[src/rtl/serial_adder_ctrl.sv]
// Bit-serial adder: one shared full_adder, one operand bit per clock, LSB first.
// Optional subtract mode and signed overflow flag behind SERIAL_ADDER_SUB_EN.
module full_adder (
    input  logic x,
    input  logic y,
    input  logic z,
    output logic s,
    output logic c
);
    assign s = x ^ y ^ z;
    assign c = (x & y) | (z & (x ^ y));
endmodule

module serial_adder_ctrl #(
    parameter int WIDTH = 4
) (
    input  logic             clk,
    input  logic             rst_n,
    input  logic             start,
    input  logic [WIDTH-1:0] a,
    input  logic [WIDTH-1:0] b,
    input  logic             cin,
`ifdef SERIAL_ADDER_SUB_EN
    input  logic             sub,
    output logic             ovf,
`endif
    output logic             ready,
    output logic             busy,
    output logic             done,
    output logic [WIDTH-1:0] sum,
    output logic             cout
);
    localparam int CW = (WIDTH > 1) ? $clog2(WIDTH) : 1;

    typedef enum logic [1:0] {
        IDLE = 2'd0,
        RUN  = 2'd1,
        DONE = 2'd2
    } state_t;

    state_t           state_q, state_d;
    logic [WIDTH-1:0] a_q, a_d;
    logic [WIDTH-1:0] b_q, b_d;
    logic [WIDTH-1:0] ps_q, ps_d;
    logic [WIDTH-1:0] sum_q, sum_d;
    logic [CW-1:0]    cnt_q, cnt_d;
    logic             carry_q, carry_d;
    logic             cout_q, cout_d;
    logic             ovf_q, ovf_d;
    logic [WIDTH-1:0] ps_shift;
    logic             fa_s, fa_c;
    logic             sub_in;

`ifdef SERIAL_ADDER_SUB_EN
    assign sub_in = sub;
    assign ovf    = ovf_q;
`else
    assign sub_in = 1'b0;
`endif

    full_adder u_fa (
        .x (a_q[0]),
        .y (b_q[0]),
        .z (carry_q),
        .s (fa_s),
        .c (fa_c)
    );

    always_ff @(posedge clk or negedge rst_n) begin
        if (!rst_n) begin
            state_q <= IDLE;
            a_q     <= '0;
            b_q     <= '0;
            ps_q    <= '0;
            sum_q   <= '0;
            cnt_q   <= '0;
            carry_q <= 1'b0;
            cout_q  <= 1'b0;
            ovf_q   <= 1'b0;
        end else begin
            state_q <= state_d;
            a_q     <= a_d;
            b_q     <= b_d;
            ps_q    <= ps_d;
            sum_q   <= sum_d;
            cnt_q   <= cnt_d;
            carry_q <= carry_d;
            cout_q  <= cout_d;
            ovf_q   <= ovf_d;
        end
    end

    always_comb begin
        state_d  = state_q;
        a_d      = a_q;
        b_d      = b_q;
        ps_d     = ps_q;
        sum_d    = sum_q;
        cnt_d    = cnt_q;
        carry_d  = carry_q;
        cout_d   = cout_q;
        ovf_d    = ovf_q;
        ps_shift = ps_q >> 1;
        ps_shift[WIDTH-1] = fa_s;

        unique case (state_q)
            IDLE, DONE: begin
                if (start) begin
                    a_d     = a;
                    b_d     = sub_in ? ~b : b;
                    carry_d = sub_in ? 1'b1 : cin;
                    ps_d    = '0;
                    cnt_d   = '0;
                    state_d = RUN;
                end else if (state_q == DONE) begin
                    state_d = IDLE;
                end
            end
            RUN: begin
                a_d     = a_q >> 1;
                b_d     = b_q >> 1;
                ps_d    = ps_shift;
                carry_d = fa_c;
                cnt_d   = cnt_q + CW'(1);
                // carry_q here is the carry into the MSB
                if (cnt_q == CW'(WIDTH - 1)) begin
                    sum_d   = ps_shift;
                    cout_d  = fa_c;
                    ovf_d   = carry_q ^ fa_c;
                    cnt_d   = '0;
                    state_d = DONE;
                end
            end
            default: state_d = IDLE;
        endcase
    end

    assign ready = (state_q == IDLE) || (state_q == DONE);
    assign busy  = (state_q == RUN);
    assign done  = (state_q == DONE);
    assign sum   = sum_q;
    assign cout  = cout_q;

endmodule

[config.mk]
export PLATFORM = sky130hd
export DESIGN_NAME = serial_adder_ctrl
export DESIGN_NICKNAME = d
export VERILOG_FILES = /design/src/rtl/serial_adder_ctrl.sv
export SDC_FILE = /design/constraint.sdc
export NUM_CORES = 1
export LEC_CHECK = 0
export ABC_AREA = 1
export CORE_ASPECT_RATIO = 1.4
export CORE_UTILIZATION = 45
export CTS_BUF_LIST = sky130_fd_sc_hd__clkbuf_8
export CTS_CLUSTER_SIZE = 8
export DETAILED_ROUTE_END_ITERATION = 6
export PLACE_DENSITY = 0.7
export SYNTH_ARGS = -nofsm -noshare
export SYNTH_HDL_FRONTEND = slang
export SYNTH_SLANG_ARGS = --single-unit
[constraint.sdc]
create_clock -name clk -period 1.9 [get_ports clk]
set_clock_uncertainty 0.2 [all_clocks]
set_input_delay 0.38 -clock clk [delete_from_list [all_inputs] [get_ports clk]]
set_output_delay 0.38 -clock clk [all_outputs]
set_load 0.02 [all_outputs]
==> reports/metrics.cfg <==
[outcome]
status = finished, final reports clean

[critical_path]
slowest_delay_ns = 0.60
worstReg2RegStart = state_q[1]
crit_required_ns = 1.32
critical_path_peak_fanout = 2
crit_slowest_cell = clkdlybuf4s50_1
cp-end-kind = output port
path_buf_inv = 1
arrival_ns = 1.21
rr_worst_depth = 7
cp_top_family = buffers and inverters
regToRegSetupSlack_ns = 0.40
criticalPathCategory = flop to output port
start_kind = flop
r2r_end = carry_q
worstPathCellList = clkdlybuf4s50_1

[grt]
gr-usage-all-layers_pct = 18.0
grt_first_pass_wirelength_mm = 3.33
grt.overflow.total = 0
antenna_found_initial = 0
grt_start_max_net_pins = 22
grt_pass1_vias = 772

[synth]
synth_seq_cells = 21
synth_cells = 116
yosys.cell_types.count = 17
avgSynthCellArea_um2 = 8.74
yosysSeqAreaShare_pct = 51.9
syn_area_um2 = 1010
ys_warn_count = 0
synth_nets = 130

[clocking]
cts_tree = built
htreeDepth = 1
cts.repair_timing.setup_buffer_count = 0
cts_max_path_buffers = 2
insertion_delay_ns = 0.26
cts_buffers = 3
clk_pin_slew_ns = 0.07
root_buffer = clkbuf_8
cts.sinks = 21

[sta]
setup_viol = 0
finalMaxSlewViolations = 0
worstMarginPinSlew_ns = 0.271
rsz0062_at_grt = false
fin_crit_sh_pct = 94.3
min_period_ns = 1.79
relSlewSlack_pct = 81.9
tns_ns = 0
hold_viol = 0
maxClockFrequency_mhz = 558

[placed_design]
gp_congestion = 0.792
numPortBuffers = 19
placed_area_um2 = 1240
dp_hpwl_mm = 1.34

[job]
drv_cap = 0

[die]
die_area_um2 = 2450
io_pins = 20
start_util_pct = 47.1
rows = 20
die_w_um = 42.1
core_area_um2 = 2150
die_h_um = 58.2

[finish]
utilization_pct = 59.7
design_area_um2 = 1280
fin_nets = 156
diodes = 0
drive_above_1_share_pct = 13.5
area_growth_pct = 26.8
final_cell_mix = nand2_1, inv_1, dfrtp_1, clkdlybuf4s50_1, nand3_1
layout_commonest_cell = nand2_1
fillCellCount = 193

[detailed_routing]
ant_nets = 0
wl_per_cell_um = 11.1
first_pass_iters = 4
drcViolationCount = 0
initialDrtViolationCount = 24
num_vias = 814
routed_wl_mm = 1.81
vias_per_cell = 4.99

[power_and_ir_drop]
p_leak_nw = 0.681
p_per_area_nw_per_um2 = 1700
power.total_mw = 2.18
worst_ir_drop_vdd_v = 0.000754

[min_path]
hold_class = primary input to asynchronous set/reset pin

## synthesized netlist by cell type, drive strengths merged
library cell  number  area [µm²]
buf                2        18.8
dfrtp             21         526
fa                 1        20.0
ha                 1        12.5
inv               24        95.1
nand2             38         171
nand3             15        75.1
nor2               2        23.8
o21ai             12        71.3
## how the worst max path moves through the flow
stage	start	to	slack, ns	depth (start not counted)
after CTS	cout	cout	0.09	1
after detailed placement	state_q[1]	done	0.11	3
final	cout	cout	0.11	1
after floorplan	state_q[1]	done	0.46	2
after global placement	state_q[1]	done	0.08	3
after global routing	cout	cout	0.07	1
## logic make-up after synthesis
kind of cell	synth area share [%]
simple gates	26.7
buf+inv	11.2
flops	51.9
compound gates	7.04
fa+ha+maj	3.21
## registers in the layout, summed over array words and instances, names as in the netlist
name,flops
a_q,4
b_q,4
carry_q,1
cnt_q,2
cout,1
ps_q,3
state_q,2
sum,4
## final cells by class
class / instances / area [µm²] / area share (%)
well taps: 22 / 27.5 / 2.14
clock buffers: 3 / 41.3 / 3.21
multi-input cells: 69 / 374 / 29.1
clock inverters: 1 / 3.75 / 0.292
repair buffers: 23 / 216 / 16.8
flip-flops and latches: 21 / 527 / 41.0
inverters: 24 / 95.1 / 7.40
## timing repair
| item | 4_1_cts | 5_1_grt |
|---|---|---|
| hold endpoints to repair | 0 | 0 |
| endpoints found under the setup margin | 3 | 0 |
| gates resized for setup | 4 | 0 |
| hold buffers | 0 | 0 |
## layer usage
layer | routed length, µm | GRT usage [%] | vias to the layer above
li1 | - | - | 403
met1 | 785 | 20.7 | 393
met2 | 943 | 31.5 | 16
met3 | 66 | 3.43 | 2
met4 | 15 | 9.38 | 0
met5 | 0 | 0 | -
## report_power, final
part           switching (mW)  internal [mW]  total [mW]
Sequential              0.123          0.661       0.784
Clock                   0.139          0.144       0.283
Combinational           0.665          0.452        1.12
## metrics by stage
stage	hold slack, ns	setup slack, ns	instances
4_1_cts	0.272	0.0850	163
3_3_place_gp	0.258	0.0819	159
6_report	0.268	0.108	163
2_1_floorplan	-0.116	0.461	116
5_1_grt	0.286	0.0660	163
3_5_place_dp	0.265	0.112	159
(Power assumes the default switching activity.)
